<file path="config.mk">
export PLATFORM = sky130hd
export DESIGN_NAME = seg_scan_ctrl
export DESIGN_NICKNAME = d
export VERILOG_FILES = /design/src/rtl/seg_scan_pkg.sv /design/src/rtl/seg_slot_timer.sv /design/src/rtl/seg_scan_ctrl.sv
export SDC_FILE = /design/constraint.sdc
export NUM_CORES = 1
export LEC_CHECK = 0
export CAP_MARGIN = 20
export CORE_MARGIN = 4
export CORE_UTILIZATION = 33
export CTS_CLUSTER_SIZE = 14
export DETAILED_ROUTE_END_ITERATION = 10
export PLACE_DENSITY_LB_ADDON = 0.2
export SLEW_MARGIN = 30
export SYNTH_ARGS = -nofsm -noshare
export SYNTH_HDL_FRONTEND = slang
export SYNTH_SLANG_ARGS = --single-unit
</file>
<file path="constraint.sdc">
create_clock -name FPGA_CLK -period 3.2 [get_ports FPGA_CLK]
set_input_delay 0.32 -clock FPGA_CLK [delete_from_list [all_inputs] [get_ports FPGA_CLK]]
set_output_delay 0.32 -clock FPGA_CLK [all_outputs]
set_load 0.01 [all_outputs]
</file>
<file path="src/rtl/seg_scan_pkg.sv">
// Shared types and helpers for the 4-digit seven-segment scan controller.
package seg_scan_pkg;

    localparam int unsigned NUM_DIG      = 4;
    localparam int unsigned SLOT_W       = 2;
    localparam int unsigned SLOT_CYC_DEF = 50000;
    localparam int unsigned CNT_W        = $clog2(SLOT_CYC_DEF);

    localparam logic [NUM_DIG-1:0] EN_OFF = 4'b1111;

    // One displayed frame: four nibbles, four dots, four digit enables.
    typedef struct packed {
        logic [4*NUM_DIG-1:0] data;
        logic [NUM_DIG-1:0]   dot;
        logic [NUM_DIG-1:0]   en;
    } frame_t;

    // Active-low one-hot digit select for a slot.
    function automatic logic [NUM_DIG-1:0] slot_sel(input logic [SLOT_W-1:0] slot);
        return ~(4'b0001 << slot);
    endfunction

endpackage

</file>
<file path="src/rtl/seg_slot_timer.sv">
// Slot/cycle counters for the digit scan, with enable park and blank/boundary flags.
module seg_slot_timer
    import seg_scan_pkg::*;
#(
    parameter int unsigned SLOT_CYC   = 50000,
    parameter int unsigned BLANK_CYC  = 500,
    localparam int unsigned SLOT_CNT_W = (SLOT_CYC > 2) ? $clog2(SLOT_CYC) : 1
) (
    input  logic              FPGA_CLK,
    input  logic              FPGA_RST_N,
    input  logic              enable,
    output logic [SLOT_W-1:0] slot,
    output logic              blank_c,
    output logic              boundary_c
);

    localparam logic [SLOT_CNT_W-1:0] CNT_MAX   = SLOT_CNT_W'(SLOT_CYC - 1);
    localparam logic [SLOT_CNT_W-1:0] CNT_BLANK = SLOT_CNT_W'(BLANK_CYC);

    logic [SLOT_CNT_W-1:0] cnt;

    // Disabled: park at slot 0, cnt 0 so re-enable starts a fresh frame.
    always_ff @(posedge FPGA_CLK or negedge FPGA_RST_N) begin
        if (!FPGA_RST_N) begin
            cnt  <= '0;
            slot <= '0;
        end else if (!enable) begin
            cnt  <= '0;
            slot <= '0;
        end else if (cnt == CNT_MAX) begin
            cnt  <= '0;
            slot <= slot + SLOT_W'(1);
        end else begin
            cnt  <= cnt + SLOT_CNT_W'(1);
        end
    end

    assign blank_c    = (cnt < CNT_BLANK);
    assign boundary_c = enable && (slot == SLOT_W'(3)) && (cnt == CNT_MAX);

endmodule

</file>
<file path="src/rtl/seg_scan_ctrl.sv">
// Time-multiplexed 4-digit scan with double-buffered frame and anti-ghost blanking.
module seg_scan_ctrl
    import seg_scan_pkg::*;
#(
    parameter int unsigned SLOT_CYC  = 50000,
    parameter int unsigned BLANK_CYC = 500
) (
    input  logic                 FPGA_CLK,
    input  logic                 FPGA_RST_N,
    input  logic                 enable,
    input  logic                 load,
    input  logic [4*NUM_DIG-1:0] data_in,
    input  logic [NUM_DIG-1:0]   dot_in,
    input  logic [NUM_DIG-1:0]   digit_en,
    output logic [3:0]           data_seg,
    output logic [NUM_DIG-1:0]   en_seg,
    output logic                 dt,
    output logic                 frame_done
);

    logic [SLOT_W-1:0] slot;
    logic              blank_c;
    logic              boundary_c;
    logic              commit_c;

    frame_t in_frame;
    frame_t pending;
    frame_t shadow;
    logic   pending_valid;

    logic [3:0]         data_seg_nxt;
    logic [NUM_DIG-1:0] en_seg_nxt;
    logic               dt_nxt;
    logic               frame_done_nxt;

    seg_slot_timer #(
        .SLOT_CYC  (SLOT_CYC),
        .BLANK_CYC (BLANK_CYC)
    ) u_timer (
        .FPGA_CLK   (FPGA_CLK),
        .FPGA_RST_N (FPGA_RST_N),
        .enable     (enable),
        .slot       (slot),
        .blank_c    (blank_c),
        .boundary_c (boundary_c)
    );

    assign in_frame = '{data: data_in, dot: dot_in, en: digit_en};
    // While disabled every cycle acts as a boundary, so re-enable shows the latest data.
    assign commit_c = boundary_c || !enable;

    // Pending/shadow double buffer; a load on the commit edge bypasses pending.
    always_ff @(posedge FPGA_CLK or negedge FPGA_RST_N) begin
        if (!FPGA_RST_N) begin
            pending       <= '0;
            shadow        <= '0;
            pending_valid <= 1'b0;
        end else begin
            if (load) begin
                pending <= in_frame;
            end
            if (commit_c) begin
                if (load) begin
                    shadow <= in_frame;
                end else if (pending_valid) begin
                    shadow <= pending;
                end
                pending_valid <= 1'b0;
            end else if (load) begin
                pending_valid <= 1'b1;
            end
        end
    end

    // Next output values from the current slot position and shadow frame.
    always_comb begin
        data_seg_nxt   = shadow.data[{slot, 2'b00} +: 4];
        en_seg_nxt     = EN_OFF;
        dt_nxt         = 1'b1;
        frame_done_nxt = boundary_c;
        if (!enable) begin
            data_seg_nxt = shadow.data[3:0];
        end else if (!blank_c && shadow.en[slot]) begin
            en_seg_nxt = slot_sel(slot);
            dt_nxt     = ~shadow.dot[slot];
        end
    end

    always_ff @(posedge FPGA_CLK or negedge FPGA_RST_N) begin
        if (!FPGA_RST_N) begin
            data_seg   <= '0;
            en_seg     <= EN_OFF;
            dt         <= 1'b1;
            frame_done <= 1'b0;
        end else begin
            data_seg   <= data_seg_nxt;
            en_seg     <= en_seg_nxt;
            dt         <= dt_nxt;
            frame_done <= frame_done_nxt;
        end
    end

endmodule

</file>
# Word level (Yosys, flattened, before mapping)
# Cells that the tools add are included.
[totals]
input_bits = 28
wordCells = 50
ff_bits = 77
[op_classes]
shifts = 2
reduce_logical = 9
n_eq_ne = 3
mux = 17
n_lt_le_gt_ge = 2
n_bitwise = 2
n_addsub = 2
[op_table]
columns = ["operator", "count"]
rows = [
  ["$mux W24", 2],
  ["$mux W16", 2],
  ["$add A16 B1 Y16 const B", 1],
  ["$eq A16 B16 Y1 const B", 1],
  ["$lt A16 B9 Y1 const B", 1],
  ["$shiftx A16 B5 Y4", 1],
  ["$mux W4", 3],
  ["$mux W1", 6],
  ["$bmux W1 S2", 2],
  ["$mux W2", 2],
  ["$not A4 Y4", 1],
  ["$reduce_bool A2 Y1", 2],
  ["$shl A1 B2 Y4 const A", 1],
  ["$logic_and A1 B1 Y1", 3],
  ["$lt A2 B3 Y1 const B", 1],
  ["$add A2 B1 Y2 const B", 1],
  ["$eq A2 B2 Y1 const B", 1],
  ["$logic_not A1 Y1", 2],
  ["$ne A2 B1 Y1 const B", 1],
  ["$reduce_and A2 Y1", 1],
  ["$logic_or A1 B1 Y1", 1],
  ["$not A1 Y1", 1],
]

# Logic depth before layout (Yosys ltp)
# Gate-level depths: netlist of the first run.
[logic_depth]
ltp_word = 5
mapped_depth = 6

# Cells and area by module
# From an unflattened synthesis of the first run, not the netlist that was laid out.
[hier_totals]
hier_cells = 246
hier_area_um2 = 3502.1
[modules_own_cells]
columns = ["module", "seq_area_each_um2", "instances", "cells_each", "area_per_inst_um2"]
rows = [
  ["seg_scan_ctrl", 1482.7, 1, 152, 2522.4],
  ["seg_slot_timer", 450.4, 1, 94, 979.7],
]

# Least setup slack after synthesis of the first run
# No wires, ideal clock.
[synth_path]
path_kind = "reg-to-reg"
startpoint = "register u_timer.cnt[7]"
endpoint = "register shadow[0] (netlist bit)"
path_stages_with_launch = 6
synth_period_minus_slack_ns = 2.364
path_buffers = 1
required_ns = 3.075
path_slack_ns = 0.836
t_arrival_ns = 2.239
cell_sequence = "dfrtp_1 > or4b_1 > or4_4 > o32ai_4 > buf_6 > mux2_2"
[synth_via]
elab_chain_cells = 4
[synth_rtl]
columns = ["element", "line", "rtl"]
rows = [
  ["start, declared", "seg_slot_timer.sv:20", "logic [SLOT_CNT_W-1:0] cnt;"],
  ["start signal, assigned", "seg_slot_timer.sv:34", "cnt <= cnt + SLOT_CNT_W'(1);"],
  ["$eq A16 B16 Y1", "seg_slot_timer.sv:39", "assign boundary_c = enable && (slot == SLOT_W'(3)) && (cnt == CNT_MAX);"],
  ["$logic_and A1 B1 Y1", "seg_slot_timer.sv:39", ""],
  ["$logic_or A1 B1 Y1", "seg_scan_ctrl.sv:50", "assign commit_c = boundary_c || !enable;"],
  ["$reduce_and A2 Y1 (no line)", "--", ""],
  ["end signal, assigned", "seg_scan_ctrl.sv:64", "shadow <= in_frame;"],
  ["end signal, assigned", "seg_scan_ctrl.sv:66", "shadow <= pending;"],
  ["end, declared", "seg_scan_ctrl.sv:28", "frame_t shadow;"],
]
# No other way between the ends.
# A chain may end at the register's enable or synchronous reset.

# Worst setup path after layout of the first run
[layout_path]
startpoint = "register u_timer.cnt[0]"
endpoint = "register shadow[7] (netlist bit)"
# Same word-level chain as after synthesis.

==> results by group, run 1 <==
Global routing
  – Total gr overflow: 0
  – Number of global-route vias before repair: around 1.9k
  – First-pass GRT wire length: just under 10000 um
  – Pin count of the biggest net entering global routing: slightly below 80
  – GRT Total Usage: 0.109
  – Initial antenna violation count: 0

Yosys
  – Sequential fraction of the synthesis area: 0.598
  – Synth warnings: 0
  – Top post-synthesis cells by area: dfrtp_1 (56%), mux2_2 (17%), dfstp_2 (4.1%), xnor2_1 (3.5%), nor2_1 (2.7%)
  – Number of distinct library cells after synthesis: 29
  – Synth Net Count: about 270
  – Top cell type's share of synthesized area: 0.557
  – Mean Syn Cell Area: roughly 14 um2
  – Synthesized cell area: between 0.003 and 0.004 mm2
  – FF+latch count, synth: 77
  – Yosys top cell by area: dfrtp_1
  – Mapped Cells: roughly 240

Placed design
  – Post-DP HPWL: roughly 3900 um
  – Place WS: slightly above 0.6 ns
  – GPL Wtd Cong: just over 0.7
  – Port bufs: 37

CTS
  – Post-CTS Setup Repair Bufs: 0
  – Clock transition at path regs: about 0.08 ns
  – TritonCTS Buffers: 9
  – Clk root buf: clkbuf_8
  – Hold-fix buffers, CTS: 0
  – CTS resizes: 0
  – H-tree depth: 3
  – Clock latency on the worst-skew pair: between 0.3 and 0.4 ns
  – Clock Sinks: 77
  – Clock Tree Buf Depth: 2
  – CTS tree: built

Timing
  – Final setup violation count: 0
  – Max Slew Vio Count: 0
  – RSZ-0062 raised after global routing: no
  – FMAX: slightly below 0.4 GHz
  – TNS Setup: 0 ns
  – Minimum clock period: 2.60 ns
  – Tcrit/Tclk final: 0.812
  – Max transition margin: 0.534
  – Worst hold slack: -0.0162 ns
  – Final Skew: between 0.01 and 0.015 ns
  – Worst Slack Setup Final: 0.602 ns
  – Final hold viol count: 4
  – Worst Max-Slew Pin Slew: between 0.6 and 0.7 ns

Worst setup path
  – WP data required: approximately 3.4 ns
  – CP Buf/Inv Count: 1
  – CP Data Arrival Time: approximately 2.8 ns
  – Crit path launch: u_timer.cnt[0]
  – Crit path kind: reg -> reg
  – Worst path cell trace: ha_1 -> nand3_1 -> or4_4 -> o32ai_4 -> buf_4 -> mux2_2
  – R2R setup slack: 0.60 ns
  – Startpoint types: register
  – CP delay by family, top: simple AND/OR/NAND/NOR gates
  – Critical Path Max Stage Delay: slightly above 0.6 ns
  – Critical Path Sink Type: register
  – Worst reg2reg startpoint: u_timer.cnt[0]
  – Slowest stage cell, crit path: or4_4
  – Worst Path Max Fanout: 24
  – Worst Reg-to-Reg Cells: 6
  – R2r endpoint: shadow[7]

Routing
  – Drt first pass iters: 4
  – Final ANT Viol Nets: 0
  – Initial DRC count: 92
  – DR vias: around 1.9k
  – Total wire length: ~5800 um
  – Drt wl/cell: approximately 14 um
  – Avg Vias per Cell: between 4 and 5
  – Residual DRC: 0

Outcome
  – Failing checks: hold timing
  – Run status: finished, violations left

Worst hold path
  – Hold WC Path Type: in -> async

Floorplanning
  – Die width: ~110 um
  – Core Rows: 35
  – I/O pins: 38
  – Core area: roughly 0.0094 mm2
  – Die area: roughly 0.011 mm2
  – Initial Utilization: 0.345
  – Die extent in y: between 100 and 150 um

Power and ir drop
  – Design Power: between 2000 and 2500 uW
  – PwrDens: 546 mW/mm2
  – Maximum vdd drop: roughly 0.21 mV
  – Pleak: approximately 0.0016 uW

Job
  – Number of max-cap violations: 0

Finish
  – Area grow syn2layout: 22.8%
  – Antenna cell count: 0
  – Layout cells sized above 1: 0.268
  – Final nets: 316
  – Final core occ: 0.424
  – Filler cells: ~910
-- cells by family after synthesis --
family,count (synthesis),synth area share
xor+xnor,14,0.0379
flops,77,0.598
mux,56,0.200
fa+ha+maj,5,0.0193
buf+inv,14,0.0213
simple gates,58,0.0836
compound gates,15,0.0406
-- sequential cells by signal, summed over array words and instances (netlist names) --
signal / count
dt: 1
pending_valid: 1
u_timer.slot: 2
frame_done: 1
shadow: 24
pending: 24
u_timer.cnt: 16
en_seg: 4
data_seg: 4
-- layout make-up --
type | instances | area, um2 | share of cell area
inverters | 6 | 22.5 | 0.00567
well taps | 129 | 161 | 0.0406
clock buffers | 10 | 138 | 0.0346
flip-flops and latches | 77 | 1930 | 0.487
repair buffers | 41 | 402 | 0.101
multi-input cells | 148 | 1230 | 0.310
clock inverters | 5 | 83.8 | 0.0211
-- cells in the final DEF (no fill, tap or decap), types with 5 or more instances in the layout --
cell	count
nor4_1	6
nor2_1	23
mux2i_1	6
inv_1	6
nand2_1	14
xnor2_1	13
ha_1	5
mux2_2	48
clkdlybuf4s50_1	36
clkbuf_8	10
dfstp_2	5
dfrtp_1	72
-- per-stage QoR --
stage	cell area [um2]	instances
floorplan	3230	239
global placement	3750	401
detailed placement	3750	401
CTS	3970	416
global route	3970	416
finish	3970	416
-- per-layer routing --
layer,vias to the layer above,track usage,part of all wire
met5,-,0,0
met4,0,0.0603,0.022
met3,8,0.0277,0.039
met2,31,0.147,0.43
met1,970,0.159,0.51
li1,929,-,-
-- where the power goes --
part	switching [uW]	total (uW)	internal [uW]
clock network	352	811	459
logic	94.1	241	147
registers	41.8	1120	1080
total	488	2170	1680
-- Yosys cell counts --
cell type / number
a21oi_1: 1
a22o_1: 4
and3_1: 2
buf_1: 2
buf_2: 1
buf_6: 2
clkbuf_1: 3
dfrtp_1: 72
dfstp_2: 5
ha_1: 5
inv_1: 6
mux2_2: 48
mux2i_1: 6
mux4_2: 2
nand2_1: 14
nand3_1: 3
nand4_1: 4
nor2_1: 23
nor3_1: 4
nor4_1: 6
o21ai_0: 3
o21ai_1: 1
o2bb2ai_1: 4
o311ai_0: 1
o32ai_4: 1
or4_4: 1
or4b_1: 1
xnor2_1: 13
xor2_1: 1
-- how the worst max path moves through the flow --
stage | to | slack, ns | cells after the start
floorplan | shadow[0] | 0.84 | 5
global placement | shadow[9] | 0.67 | 6
detailed placement | shadow[7] | 0.61 | 6
CTS | shadow[7] | 0.58 | 6
global route | shadow[7] | 0.44 | 6
finish | shadow[7] | 0.60 | 6
Power figures use the tool's default switching activity.
==> inputs of run 2 (changes only) <==
clock period = 2.3 ns   (was 3.2 ns; I/O delays follow)
==> results by group, run 2 (synthesis gave the netlist of run 1 again) <==
Timing
  – RSZ-0062 raised after global routing: yes (was no)
  – TNS Setup: -0.364 ns (was 0 ns)
  – Final Skew: 0.0166 ns (was 0.0141 ns)
  – Minimum clock period: 2.32 ns (was 2.60 ns)
  – Final hold viol count: 0 (was 4)
  – Worst Max-Slew Pin Slew: 0.426 ns (was 0.699 ns)
  – Worst hold slack: 0.407 ns (was -0.0162 ns)
  – FMAX: 0.431 GHz (was 0.385 GHz)
  – Max Slew Vio Count: 0 (unchanged)
  – Final setup violation count: 22 (was 0)
  – Max transition margin: 0.713 (was 0.534)
  – Tcrit/Tclk final: 1.01 (was 0.812)
  – Worst Slack Setup Final: -0.0212 ns (was 0.602 ns)

Finish
  – Commonest non-fill, non-tap cell in the layout: dfrtp_1 (unchanged)
  – Final nets: 328 (was 316)
  – Area grow syn2layout: 26.7% (was 22.8%)
  – Biggest regs: pending (24), shadow (24), u_timer.cnt (16) (unchanged)
  – Most frequent cells in the layout: dfrtp_1 (72), mux2_2 (46), clkdlybuf4s50_1 (36), nor2_1 (23) (was dfrtp_1 (72), mux2_2 (48), clkdlybuf4s50_1 (36), nor2_1 (23), nand2_1 (14))
  – Layout cells sized above 1: 0.297 (was 0.268)
  – Antenna cell count: 0 (unchanged)

Global routing
  – Initial antenna violation count: 0 (unchanged)
  – GRT Total Usage: 0.112 (was 0.109)
  – Total gr overflow: 0 (unchanged)
  – Number of global-route vias before repair: 1965 (was 1869)
  – Pin count of the biggest net entering global routing: 78 (unchanged)
  – First-pass GRT wire length: 9890 um (was 9720 um)

Worst setup path
  – CP Buf/Inv Count: 1 (unchanged)
  – Crit path kind: reg -> reg (unchanged)
  – Slowest stage cell, crit path: or4b_1 (was or4_4)
  – CP Data Arrival Time: 2.57 ns (was 2.82 ns)
  – CP delay by family, top: simple AND/OR/NAND/NOR gates (unchanged)
  – Worst Path Max Fanout: 24 (unchanged)
  – Critical Path Sink Type: register (unchanged)
  – WP data required: 2.54 ns (was 3.42 ns)
  – Startpoint types: register (unchanged)
  – Critical Path Max Stage Delay: 0.51 ns (was 0.62 ns)
  – Worst Reg-to-Reg Cells: 5 (was 6)
  – Worst path cell trace: or4b_1 -> or4_4 -> o32ai_4 -> buf_12 -> mux2_2 (was ha_1 -> nand3_1 -> or4_4 -> o32ai_4 -> buf_4 -> mux2_2)
  – Levels on crit path: 5 (was 6)

Routing
  – Initial DRC count: 40 (was 92)
  – Routed met1 length: 2890 um (was 2960 um)
  – Max layer used: met4 (unchanged)
  – Met2 WL: 2560 um (was 2490 um)
  – Final ANT Viol Nets: 0 (unchanged)
  – DR vias: 1976 (was 1938)
  – Avg Vias per Cell: 4.61 (was 4.66)
  – Met3 routed WL: 235 um (was 227 um)
  – Total wire length: 5840 um (was 5800 um)
  – Residual DRC: 0 (unchanged)
  – Drt first pass iters: 3 (was 4)
  – Drt wl/cell: 13.6 um (was 14.0 um)

Placed design
  – Post-DP HPWL: 4030 um (was 3930 um)
  – Port bufs: 37 (unchanged)
  – GPL Wtd Cong: 0.746 (was 0.722)
  – Place WS: -0.0240 ns (was 0.606 ns)

Power and ir drop
  – PwrDens: 750 mW/mm2 (was 546 mW/mm2)
  – Pleak: 0.00166 uW (was 0.00157 uW)
  – Maximum vdd drop: 0.374 mV (was 0.214 mV)

Floorplanning
  – Die width: 107 um (unchanged)
  – Die extent in y: 107 um (unchanged)
  – Initial Utilization: 0.345 (unchanged)
  – Die area: 0.0114 mm2 (unchanged)
  – Core Rows: 35 (unchanged)
  – Core area: 0.00937 mm2 (unchanged)
  – I/O pins: 38 (unchanged)

CTS
  – H-tree depth: 3 (unchanged)
  – Clock Tree Buf Depth: 2 (unchanged)
  – TritonCTS Buffers: 9 (unchanged)
  – Clock Sinks: 77 (unchanged)
  – CTS tree: built (unchanged)
  – Clock transition at path regs: 0.08 ns (about the same)
  – Clock latency on the worst-skew pair: 0.36 ns (was 0.34 ns)
  – Clk root buf: clkbuf_8 (unchanged)

Outcome
  – Run status: finished, violations left (unchanged)
  – Failing checks: setup timing (was hold timing)

Job
  – Number of max-cap violations: 0 (unchanged)

Worst hold path
  – Hold WC Path Type: in -> async (unchanged)
-- run 2: cell count changes in the layout (fill, tap and decap cells not counted), sizes merged --
| cell | before | now |
|---|---|---|
| buf | 5 | 16 |
| inv | 7 | 10 |
| clkinvlp | 2 | 0 |
| clkbuf | 10 | 9 |
| clkinv | 0 | 1 |
| dlygate4sd3 | 0 | 1 |
-- run 2: worst paths after layout --
kind	start	endpoint	slack, ns
min	FPGA_RST_N	u_timer.cnt[10]	0.41
max	u_timer.cnt[7]	shadow[3]	-0.02
min reg2reg	pending[12]	pending[12]	0.50
min in group FPGA_CLK	data_in[2]	pending[10]	0.50
max in group asynchronous	FPGA_RST_N	en_seg[3]	1.50
max reg2reg	u_timer.cnt[7]	shadow[3]	-0.02
-- run 2: area by class of cell --
| cell class | count | area (um2) |
|---|---|---|
| Inverter | 6 | 22.5 |
| Tap cell | 129 | 161 |
| Timing Repair Buffer | 53 | 515 |
| Sequential cell | 77 | 1930 |
| Clock inverter | 7 | 103 |
| Fill cell | 925 | 5270 |
| Clock buffer | 9 | 124 |
| Multi-Input combinational cell | 148 | 1240 |
-- run 2: what timing repair did --
item / in CTS / in global routing
endpoints found under the hold margin: 72 / 0
gates resized for setup: 1 / 1
hold buffers: 1 / 0
buffers inserted: 0 / 0
pin swaps: 0 / 0
endpoints found under the setup margin: 24 / 24
-- run 2: worst reg2reg max path: stages (launching register included) --
cell and delay (ns):
dfrtp_1 0.38, or4b_1 0.51, or4_4 0.45, o32ai_4 0.30
buf_12 0.22, mux2_2 0.35
-- run 2: where the power goes --
group          leakage [uW]  internal (uW)  switching (uW)  total [uW]
combinational      0.000605            219             131         350
clock              0.000117            628             537        1160
sequential         0.000938           1500            60.8        1560
-- run 2: per-layer routing --
layer / track usage / up-vias
li1: - / 955
met3: 0.0319 / 10
met4: 0.0575 / 0
met1: 0.159 / 980
met2: 0.154 / 31
met5: 0 / -
-- run 2: through the flow --
stage | total power [uW] | cells | instance area [um2] | util
floorplan | 1770 | 239 | 3230 | -
global placement | 1930 | 412 | 3850 | 0.411
detailed placement | 1940 | 412 | 3850 | 0.411
CTS | 3120 | 429 | 4100 | 0.437
global route | 3220 | 429 | 4100 | 0.437
finish | 3070 | 429 | 4100 | 0.437
